$ cat src/rtl/uart_pkg.sv
`default_nettype none
// ============================================================================
// Module      : uart_pkg
// Description : Shared types and constants for the bus-side UART responder.
// Revision    : 1.0 - initial release
// ============================================================================
package uart_pkg;

    localparam int UART_DATA_BITS = 8;

    // Index of the last data bit; the bit counters leave DATA after this one
    localparam logic [2:0] UART_LAST_BIT = 3'(UART_DATA_BITS - 1);

    typedef enum logic [1:0] {
        TX_IDLE  = 2'd0,
        TX_START = 2'd1,
        TX_DATA  = 2'd2,
        TX_STOP  = 2'd3
    } tx_state_t;

    typedef enum logic [1:0] {
        RX_IDLE  = 2'd0,
        RX_START = 2'd1,
        RX_DATA  = 2'd2,
        RX_STOP  = 2'd3
    } rx_state_t;

endpackage
`default_nettype wire

$ cat src/rtl/uart_bit_timer.sv
`default_nettype none
// ============================================================================
// Module      : uart_bit_timer
// Description : Free-running baud counter. full_tick marks the last cycle of
//               a bit period, half_tick the cycle at mid-bit. clear holds the
//               counter at zero so the next bit period starts cleanly.
// Revision    : 1.0 - initial release
// ============================================================================
module uart_bit_timer #(
    parameter int CLKS_PER_BIT = 96
) (
    input  logic clk,
    input  logic rst,
    input  logic clear,
    output logic half_tick,
    output logic full_tick
);

    localparam int                CNT_W     = $clog2(CLKS_PER_BIT);
    localparam logic [CNT_W-1:0]  FULL_LAST = CNT_W'(CLKS_PER_BIT - 1);
    localparam logic [CNT_W-1:0]  HALF_LAST = CNT_W'(CLKS_PER_BIT / 2 - 1);
    localparam logic [CNT_W-1:0]  CNT_ONE   = CNT_W'(1);

    logic [CNT_W-1:0] cnt_q;

    assign full_tick = (cnt_q == FULL_LAST);
    assign half_tick = (cnt_q == HALF_LAST);

    // Count cycles within a bit, reloading to zero at the end of each bit
    always_ff @(posedge clk) begin
        if (rst || clear) begin
            cnt_q <= '0;
        end else if (full_tick) begin
            cnt_q <= '0;
        end else begin
            cnt_q <= cnt_q + CNT_ONE;
        end
    end

endmodule
`default_nettype wire

$ cat src/rtl/uart_bus_responder.sv
`default_nettype none
// ============================================================================
// Module      : uart_bus_responder
// Description : Device end of the rdn/wrn serial-port handshake. Byte writes
//               are serialised as 8N1 on txd; 8N1 frames on rxd are returned
//               on a read strobe.
// Revision    : 1.0 - initial release
// ============================================================================
module uart_bus_responder
    import uart_pkg::*;
#(
    parameter int CLKS_PER_BIT = 96
) (
    input  logic                      clk,
    input  logic                      rst,
    input  logic                      rdn,
    input  logic                      wrn,
    input  logic [UART_DATA_BITS-1:0] data_in,
    output logic [UART_DATA_BITS-1:0] data_out,
    output logic                      data_oe,
    output logic                      data_ready,
    output logic                      tbre,
    output logic                      tsre,
    input  logic                      rxd,
    output logic                      txd
);

    logic rdn_q, wrn_q, data_oe_q;
    logic wr_rise, rd_rise;

    tx_state_t                 tx_state_q;
    logic [UART_DATA_BITS-1:0] hold_q, tx_shift_q;
    logic [2:0]                tx_idx_q;
    logic                      txd_q, tbre_q, tsre_q;
    logic                      tx_full;

    rx_state_t                 rx_state_q;
    logic [UART_DATA_BITS-1:0] rx_shift_q, rx_buf_q;
    logic [2:0]                rx_idx_q;
    logic                      rx_meta_q, rx_s_q, rx_prev_q, data_ready_q;
    logic                      rx_half, rx_full, rx_clear;

    assign wr_rise = wrn & ~wrn_q;
    assign rd_rise = rdn & ~rdn_q;

    assign data_out   = rx_buf_q;
    assign data_oe    = data_oe_q;
    assign data_ready = data_ready_q;
    assign tbre       = tbre_q;
    assign tsre       = tsre_q;
    assign txd        = txd_q;

    // TX bit periods are back-to-back, so only idle needs to hold the counter
    uart_bit_timer #(.CLKS_PER_BIT(CLKS_PER_BIT)) u_tx_timer (
        .clk       (clk),
        .rst       (rst),
        .clear     (tx_state_q == TX_IDLE),
        .half_tick (),
        .full_tick (tx_full)
    );

    // RX realigns to mid-bit once the start bit has been confirmed
    assign rx_clear = (rx_state_q == RX_IDLE) || ((rx_state_q == RX_START) && rx_half);

    uart_bit_timer #(.CLKS_PER_BIT(CLKS_PER_BIT)) u_rx_timer (
        .clk       (clk),
        .rst       (rst),
        .clear     (rx_clear),
        .half_tick (rx_half),
        .full_tick (rx_full)
    );

    // Register bus strobes for edge detection and the bus output enable
    always_ff @(posedge clk) begin
        if (rst) begin
            rdn_q     <= 1'b1;
            wrn_q     <= 1'b1;
            data_oe_q <= 1'b0;
        end else begin
            rdn_q     <= rdn;
            wrn_q     <= wrn;
            data_oe_q <= ~rdn;
        end
    end

    // Holding register and TX frame sequencer with registered line output
    always_ff @(posedge clk) begin
        if (rst) begin
            tx_state_q <= TX_IDLE;
            hold_q     <= '0;
            tx_shift_q <= '0;
            tx_idx_q   <= '0;
            txd_q      <= 1'b1;
            tbre_q     <= 1'b1;
            tsre_q     <= 1'b1;
        end else begin
            // Acceptance needs tbre=1; every FSM transfer below needs tbre=0
            if (wr_rise && tbre_q) begin
                hold_q <= data_in;
                tbre_q <= 1'b0;
            end
            case (tx_state_q)
                TX_IDLE: begin
                    if (!tbre_q) begin
                        tx_shift_q <= hold_q;
                        tbre_q     <= 1'b1;
                        tsre_q     <= 1'b0;
                        txd_q      <= 1'b0;
                        tx_state_q <= TX_START;
                    end
                end
                TX_START: begin
                    if (tx_full) begin
                        txd_q      <= tx_shift_q[0];
                        tx_idx_q   <= '0;
                        tx_state_q <= TX_DATA;
                    end
                end
                TX_DATA: begin
                    if (tx_full) begin
                        if (tx_idx_q == UART_LAST_BIT) begin
                            tx_idx_q   <= '0;
                            txd_q      <= 1'b1;
                            tx_state_q <= TX_STOP;
                        end else begin
                            tx_idx_q <= tx_idx_q + 3'd1;
                            txd_q    <= tx_shift_q[tx_idx_q + 3'd1];
                        end
                    end
                end
                TX_STOP: begin
                    if (tx_full) begin
                        if (!tbre_q) begin
                            // Next byte already waiting: chain frames with no idle gap
                            tx_shift_q <= hold_q;
                            tbre_q     <= 1'b1;
                            txd_q      <= 1'b0;
                            tx_state_q <= TX_START;
                        end else begin
                            tsre_q     <= 1'b1;
                            tx_state_q <= TX_IDLE;
                        end
                    end
                end
                default: tx_state_q <= TX_IDLE;
            endcase
        end
    end

    // Two-flop synchroniser for rxd plus previous value for falling-edge detect
    always_ff @(posedge clk) begin
        if (rst) begin
            rx_meta_q <= 1'b1;
            rx_s_q    <= 1'b1;
            rx_prev_q <= 1'b1;
        end else begin
            rx_meta_q <= rxd;
            rx_s_q    <= rx_meta_q;
            rx_prev_q <= rx_s_q;
        end
    end

    // RX frame sequencer, receive buffer and data_ready flag
    always_ff @(posedge clk) begin
        if (rst) begin
            rx_state_q   <= RX_IDLE;
            rx_shift_q   <= '0;
            rx_idx_q     <= '0;
            rx_buf_q     <= '0;
            data_ready_q <= 1'b0;
        end else begin
            // Placed first so a byte landing in the same cycle wins
            if (rd_rise) begin
                data_ready_q <= 1'b0;
            end
            case (rx_state_q)
                RX_IDLE: begin
                    if (rx_prev_q && !rx_s_q) begin
                        rx_state_q <= RX_START;
                    end
                end
                RX_START: begin
                    if (rx_half) begin
                        rx_idx_q   <= '0;
                        rx_state_q <= rx_s_q ? RX_IDLE : RX_DATA;
                    end
                end
                RX_DATA: begin
                    if (rx_full) begin
                        rx_shift_q[rx_idx_q] <= rx_s_q;
                        if (rx_idx_q == UART_LAST_BIT) begin
                            rx_idx_q   <= '0;
                            rx_state_q <= RX_STOP;
                        end else begin
                            rx_idx_q <= rx_idx_q + 3'd1;
                        end
                    end
                end
                RX_STOP: begin
                    if (rx_full) begin
                        // A low stop bit is a framing error; the byte is dropped
                        if (rx_s_q) begin
                            rx_buf_q     <= rx_shift_q;
                            data_ready_q <= 1'b1;
                        end
                        rx_state_q <= RX_IDLE;
                    end
                end
                default: rx_state_q <= RX_IDLE;
            endcase
        end
    end

endmodule
`default_nettype wire

$ cat config.mk
export PLATFORM = sky130hd
export DESIGN_NAME = uart_bus_responder
export DESIGN_NICKNAME = d
export VERILOG_FILES = /design/src/rtl/uart_pkg.sv /design/src/rtl/uart_bit_timer.sv /design/src/rtl/uart_bus_responder.sv
export SDC_FILE = /design/constraint.sdc
export NUM_CORES = 1
export LEC_CHECK = 0
export BUFFER_PORTS_ARGS = -buffer_cell sky130_fd_sc_hd__buf_2
export CELL_PAD_IN_SITES_DETAIL_PLACEMENT = 0
export CELL_PAD_IN_SITES_GLOBAL_PLACEMENT = 1
export CORE_ASPECT_RATIO = 1.5
export CORE_MARGIN = 5
export CORE_UTILIZATION = 52
export CTS_BUF_LIST = sky130_fd_sc_hd__clkbuf_4 sky130_fd_sc_hd__clkbuf_8
export DETAILED_ROUTE_END_ITERATION = 16
export PLACE_DENSITY_LB_ADDON = 0.1
export SLEW_MARGIN = 20
export SYNTH_ARGS = -nofsm -noshare
export SYNTH_HDL_FRONTEND = slang
export SYNTH_SLANG_ARGS = --single-unit
export TNS_END_PERCENT = 1
$ cat constraint.sdc
create_clock -name clk -period 2.84 [get_ports clk]
set_input_delay 0.284 -clock clk [delete_from_list [all_inputs] [get_ports clk]]
set_output_delay 0.284 -clock clk [all_outputs]
set_load 0.01 [all_outputs]
==> impl_metrics.csv, run 1 <==
group,metric,value,unit
status,outcome,"complete, no violations",
routing,drt_first_iter_violations,110,
timing,final.min_clock_period,1.98,ns
finish,post_route_cells_drive_above_1_share,19.5,%
timing,whs,0.136,ns
setup_path,ff2ff_setup_slack,0.86,ns
placed_design,place_congestion,0.742,
synthesis,synthSimpleGateAreaFrac,24.4,%
timing,setup_tns_final,0,ns
grt,grt_max_degree,36,
setup_path,crit-reg2reg-capture,"data_out[6]",
timing,worst-slew-pin-transition,0.658,ns
synthesis,adder_cell_area_share_of_the_yosys_netlist,4.18,%
timing,skew,0.00492,ns
timing,layout_worst_path_cycle_share,69.8,%
finish,syn2layout_area_growth,13.0,%
placed_design,dp_hpwl,4130,microns
pwr,combPwrFrac,16.3,%
placed_design,place_ws,0.842,ns
finish,post-route-util,59.4,%
setup_path,worst-path-max-fanout,16,
synthesis,synth_flop_cell,"sky130_fd_sc_hd__dfxtp_1",
clock_network,cts_max_path_buffers,2,
timing,postLayoutSetupSlackWorst,0.858,ns
pwr,internal_power,1.69,mW
timing,timing.slew.headroom,56.1,%
clock_network,cts_tree,"done",
grt,grt_util_all_layers,17.4,%
finish,finalNetCount,352,
synthesis,number_of_enable_flip_flop_cells_after_synthesis,0,
synthesis,synthesis.instances,306,
routing,antenna_violating_nets_remaining,0,
routing,wirelength,5690,microns
setup_path,critPathKind,"register to register",
synthesis,synth_compound_area_share,10.7,%
routing,first_pass_iteration_count_of_the_detailed_router,4,
finish,final_cells,406,
synthesis,yosysTopAreaCell,"sky130_fd_sc_hd__dfxtp_1",
pwr,power_switching,0.605,mW
setup_path,worstSetupEndpointType,"register",
timing,hold_viol,0,
die,initial_core_util,52.5,%
setup_path,worstPathArrival,2.18,ns
die,placement_rows,34,
clock_network,cts-htree-levels,3,
synthesis,postSynthRegisterBits,66,
clock_network,cts.clk_slew.worst_paths,0.07,ns
hold_path,hold_path.startpoint,"rxd",
finish,diodes,0,
hold_path,min_to,"rx_meta_q",
routing,drc_violations_left,0,
synthesis,synth_sequential_area_ratio,44.1,%
placed_design,placed_cell_area,0.00315,sq mm
grt,grt_pass1_wl,10100,microns
pwr,irDropWorstVdd,368,uV
clock_network,ctsResizeCount,0,
pwr,leak_pwr,1.39,nW
die,die_y,103,microns
pwr,power_frac_clock,39.6,%
synthesis,async_reset_ff_share,0,%
synthesis,post_synthesis_cell_area,0.00300,sq mm
grt,gr-total-overflow,0,
synthesis,synth.top_cells.by_area,"sky130_fd_sc_hd__dfxtp_1 (44%), sky130_fd_sc_hd__mux2i_1 (9.0%), sky130_fd_sc_hd__nand2b_1 (4.8%)",
synthesis,post_synth_xor_area_fraction,2.63,%
synthesis,synth.yosys.warnings,0,
hold_path,worstHoldPathCells,2,
die,die_w,72.0,microns
timing,grt_setup_unrepaired,"false",
clock_network,cts-buffers-inserted,9,
finish,post-route-cell-area,0.00339,sq mm
placed_design,placedCellCount,390,
pwr,share_seq_of_total_power,44.1,%
routing,route.detailed.vias_per_inst,5.29,
timing,setup_viol,0,
pwr,power-per-cell-area,679,mW/mm^2
pwr,power.switching_fraction,26.3,%
timing,slew_viols_final,0,
setup_path,setup.worst_path.start_class,"register",
pwr,total_power,2.30,mW
clock_network,cts-root-buf,"sky130_fd_sc_hd__clkbuf_8",
synthesis,syn-num-nets,329,
run,maximum_capacitance_violations,0,
placed_design,port-buffer-count,25,
setup_path,reg2regPathDepth,5,
synthesis,share_of_the_synthesized_area_in_the_top_cell_type,44.1,%
hold_path,min_path_type,"primary input to register",
synthesis,synth.avg_cell_area,9.79,sq um
clock_network,clock-sinks,66,
setup_path,worstPathRequired,3.04,ns
die,design.portCount,26,
timing,max_freq,504,MHz
die,placeableCoreArea,0.00570,sq mm
setup_path,r2r-start,"u_rx_timer.cnt_q[0]",
grt,antenna_found_initial,0,
routing,wl_per_cell,14.0,microns
synthesis,synth_top_family_by_area,"simple AND/OR/NAND/NOR gates",
routing,detailroute.via_count,2149,
grt,number_of_global_route_vias_before_repair,2223,
synthesis,yosysUniqueCellTypes,51,
clock_network,cts_setup_buffers,0,
die,fp.dieArea,0.00741,sq mm
synthesis,post_synth_mux_area_share,10.5,%
clock_network,clk-insertion-delay-late,0.33,ns
clock_network,cts-hold-fix-buffers,0,
-- placed cells by master, fill, tap and decap left out, types with 5 or more instances in the layout --
master,netlist,final
sky130_fd_sc_hd__ha_1,10,10
sky130_fd_sc_hd__nand3_1,8,8
sky130_fd_sc_hd__inv_1,7,7
sky130_fd_sc_hd__nand2_1,7,7
sky130_fd_sc_hd__o21ai_2,7,7
sky130_fd_sc_hd__nor2_1,28,28
sky130_fd_sc_hd__nand4b_1,5,5
sky130_fd_sc_hd__nor3_1,7,7
sky130_fd_sc_hd__clkbuf_8,0,12
sky130_fd_sc_hd__dfxtp_1,66,66
sky130_fd_sc_hd__or2_2,5,5
sky130_fd_sc_hd__mux2i_1,27,27
sky130_fd_sc_hd__buf_2,2,25
sky130_fd_sc_hd__or2b_1,7,7
sky130_fd_sc_hd__o21ai_0,10,10
sky130_fd_sc_hd__nand2b_1,23,23
sky130_fd_sc_hd__nand3b_1,11,11
sky130_fd_sc_hd__a21oi_1,12,12
sky130_fd_sc_hd__xnor2_1,5,5
-- cells by family after synthesis --
family / after synthesis
AND/OR/NAND/NOR: 124
flip-flops: 66
AO/OA/AOI/OAI: 46
multiplexers: 29
buffers and inverters: 22
adder cells (fa/ha/maj): 10
XOR/XNOR: 9
-- cells in the mapped netlist (all sizes together) (2+ instances only) --
cell,count
ha,10
nor3,8
o21ai,18
a21oi,12
dfxtp,66
nand2b,23
or2b,7
nand4,4
and3,4
inv,7
nor2b,4
xnor2,5
a211o,2
buf,6
nand3b,11
or4,2
mux4,2
mux2i,27
nand3,8
xor2,4
o211ai,3
or2,5
clkbuf,9
nand2,8
and4,2
nor2,28
nand4b,5
a221o,2
-- critical path, cell delays in order (launching register included) --
cell and delay (ns):
sky130_fd_sc_hd__dfxtp_1 0.35, sky130_fd_sc_hd__ha_1 0.21, sky130_fd_sc_hd__nand4_1 0.14, sky130_fd_sc_hd__or4_1 0.86
sky130_fd_sc_hd__nand3b_1 0.23, sky130_fd_sc_hd__o21ai_2 0.07
-- power by group through the flow --
stage,clock [mW],sequential (mW),combinational (mW)
after floorplan,0,1.03,0.284
after global placement,0,1.03,0.379
after detailed placement,0,1.04,0.377
after CTS,0.934,1.01,0.379
after global routing,0.980,1.02,0.423
final,0.911,1.01,0.374
-- area by class of cell --
class | count | area, sq um
Inverter | 7 | 26.3
Fill cell | 518 | 2310
Sequential cell | 66 | 1320
Timing Repair Buffer | 27 | 140
Clock buffer | 12 | 165
Clock inverter | 4 | 72.6
Multi-Input combinational cell | 218 | 1570
Tap cell | 72 | 90.1
-- routing by layer --
layer	track usage (%)	up-vias	share of wire, %
met4	7.67	0	0.84
met2	32.1	25	56
li1	-	1118	-
met1	18.9	1002	41
met5	0	-	0
met3	3.61	4	2.6
-- how the worst max path moves through the flow --
stage / from / endpoint / slack (ns)
global placement: u_rx_timer.cnt_q[0] / data_out[4] / 0.90
CTS: u_rx_timer.cnt_q[0] / data_out[6] / 0.83
detailed placement: u_rx_timer.cnt_q[0] / data_out[4] / 0.84
finish: u_rx_timer.cnt_q[0] / data_out[6] / 0.86
global route: u_rx_timer.cnt_q[1] / data_out[4] / 0.69
floorplan: tx_idx_q[0] / txd / 1.05
-- flip-flops by register name, indices dropped and copies added, names as in the netlist, 2 cells and up, named ones only --
signal,count
hold_q,8
tx_idx_q,3
data_out,8
rx_shift_q,8
u_rx_timer.cnt_q,7
u_tx_timer.cnt_q,7
tx_state_q,2
rx_idx_q,3
tx_shift_q,8
(Power assumes the default switching activity.)
==> run 2, diff against run 1 <==
- CORE_UTILIZATION: 52 -> 48
- clock period: 2.84 -> 2.1 ns (I/O delays scaled with it)
==> run 2 against run 1 <==
- fmax rose by 4.4%
- count of clock-buffer cells in the layout is 1 lower
- die area grew 7.3%
- flip-flop and latch count unchanged
- global-route usage fell by 2.2 points
- core utilization shrank 4.6 points
- wire length is 4.0% lower
- register-to-register slack lost 0.66 ns
- first-iteration DRC count rose by 8.2%
- power is 23% higher
- via count up 1.3%
- critical path depth grew 1
- critical endpoint is now txd
==> impl_metrics.csv, run 2 (synthesis gave the netlist of run 1 again) <==
group,metric,value,unit
status,outcome,"complete, no violations",
die,fp.dieArea,0.00795,sq mm
setup_path,critPathKind,"register to register",
timing,grt_setup_unrepaired,"false",
pwr,power-per-cell-area,843,mW/mm^2
routing,first_pass_iteration_count_of_the_detailed_router,4,
timing,setup_tns_final,0,ns
routing,antenna_violating_nets_remaining,0,
grt,number_of_global_route_vias_before_repair,2172,
clock_network,clk-insertion-delay-late,0.33,ns
routing,drt_first_iter_violations,119,
pwr,irDropWorstVdd,587,uV
setup_path,worstPathArrival,2.11,ns
timing,worst-slew-pin-transition,0.501,ns
hold_path,hold_path.startpoint,"rxd",
routing,dr_wl_met3,149,microns
finish,mostFrequentLayoutCell,"sky130_fd_sc_hd__dfxtp_1",
setup_path,worst-path-max-fanout,5,
setup_path,setup.worst_path.start_class,"register",
clock_network,cts_tree,"done",
placed_design,placed_cell_area,0.00318,sq mm
grt,grt_util_all_layers,15.2,%
clock_network,cts-htree-levels,3,
routing,detail_route.wirelength.met1,2430,microns
finish,syn2layout_area_growth,12.2,%
setup_path,worstSetupEndpointType,"register",
finish,finalNetCount,356,
setup_path,crit-reg2reg-capture,"txd",
die,die_y,107,microns
finish,post-route-cell-area,0.00336,sq mm
clock_network,cts-hold-fix-buffers,0,
routing,detailroute.via_count,2178,
finish,post-route-util,54.8,%
grt,gr-total-overflow,0,
die,die_w,74.5,microns
setup_path,reg2regPathDepth,6,
placed_design,port-buffer-count,25,
timing,skew,0.00908,ns
run,maximum_capacitance_violations,0,
timing,slew_viols_final,0,
routing,wl_per_cell,13.3,microns
timing,final.min_clock_period,1.90,ns
timing,whs,0.0626,ns
timing,layout_worst_path_cycle_share,90.4,%
clock_network,cts-buffers-inserted,9,
placed_design,place_congestion,0.761,
placed_design,dp_hpwl,3850,microns
setup_path,ff2ff_setup_slack,0.20,ns
clock_network,ctsResizeCount,0,
routing,top_layer_used,"met4",
grt,grt_pass1_wl,9510,microns
die,placeableCoreArea,0.00613,sq mm
routing,routed_met2_length,2800,microns
finish,diodes,0,
grt,antenna_found_initial,0,
pwr,leak_pwr,1.38,nW
clock_network,cts_max_path_buffers,2,
setup_path,r2r-start,"tx_idx_q[0]",
die,placement_rows,35,
setup_path,setup.worst_path.end,"txd",
clock_network,cts-root-buf,"sky130_fd_sc_hd__clkbuf_8",
pwr,total_power,2.83,mW
hold_path,min_path_type,"primary input to register",
timing,timing.slew.headroom,66.4,%
grt,grt_max_degree,30,
clock_network,cts_setup_buffers,0,
routing,wirelength,5460,microns
timing,setup_viol,0,
finish,final_cell_mix,"sky130_fd_sc_hd__dfxtp_1 (66), sky130_fd_sc_hd__nor2_1 (28), sky130_fd_sc_hd__mux2i_1 (27)",
die,design.portCount,26,
setup_path,worstPathRequired,2.31,ns
die,initial_core_util,48.9,%
routing,drc_violations_left,0,
routing,route.detailed.vias_per_inst,5.30,
timing,max_freq,527,MHz
finish,post_route_cells_drive_above_1_share,20.2,%
clock_network,clock-sinks,66,
setup_path,cp-startpoint,"tx_idx_q[0]",
clock_network,cts.clk_slew.worst_paths,0.07,ns
timing,hold_viol,0,
==> run 2: cell types whose count changed in the layout (fill, tap and decap cells not counted) <==
cell                         delta
sky130_fd_sc_hd__buf_4          +4
sky130_fd_sc_hd__bufinv_16      -2
sky130_fd_sc_hd__clkbuf_8       -1
sky130_fd_sc_hd__clkinvlp_4     +2
==> run 2: per-layer routing <==
metal,vias up,global-route usage (%)
met5,-,0
met4,0,6.11
met3,8,4.22
met2,26,25.5
met1,1016,17.8
li1,1128,-
==> run 2: worst min-delay path by stage <==
stage / end / slack [ns] / cells past startpoint
after global routing: rx_meta_q / 0.05 / 2
final: rx_meta_q / 0.06 / 2
after CTS: rx_meta_q / 0.04 / 2
after floorplan: rx_meta_q / 0.31 / 1
after global placement: rx_meta_q / 0.39 / 2
after detailed placement: rx_meta_q / 0.39 / 2
==> run 2: power breakdown <==
part | switching, mW | internal, mW
Sequential | 0.0555 | 1.31
Combinational | 0.296 | 0.224
Clock | 0.461 | 0.484
==> run 2: stage by stage <==
step                cells  setup WS (ns)
floorplan             306          0.315
global placement      396          0.259
detailed placement    396          0.233
CTS                   411          0.211
global route          411         0.0880
finish                411          0.201
==> run 2: layout make-up <==
type	count	area, sq um
timing repair buffer	31	170
sequential	66	1320
tap	74	92.6
fill	604	2770
inverter	7	26.3
clock buffer	11	151
multi-input combinational	218	1570
clock inverter	4	27.5
==> run 2: worst max-delay path, cell delays in order, from the launching register on <==
cell	delay (ns)
sky130_fd_sc_hd__dfxtp_1	0.36
sky130_fd_sc_hd__ha_1	0.21
sky130_fd_sc_hd__ha_1	0.33
sky130_fd_sc_hd__mux4_2	0.49
sky130_fd_sc_hd__o21ai_0	0.19
sky130_fd_sc_hd__a211o_2	0.13
sky130_fd_sc_hd__nand3b_1	0.06
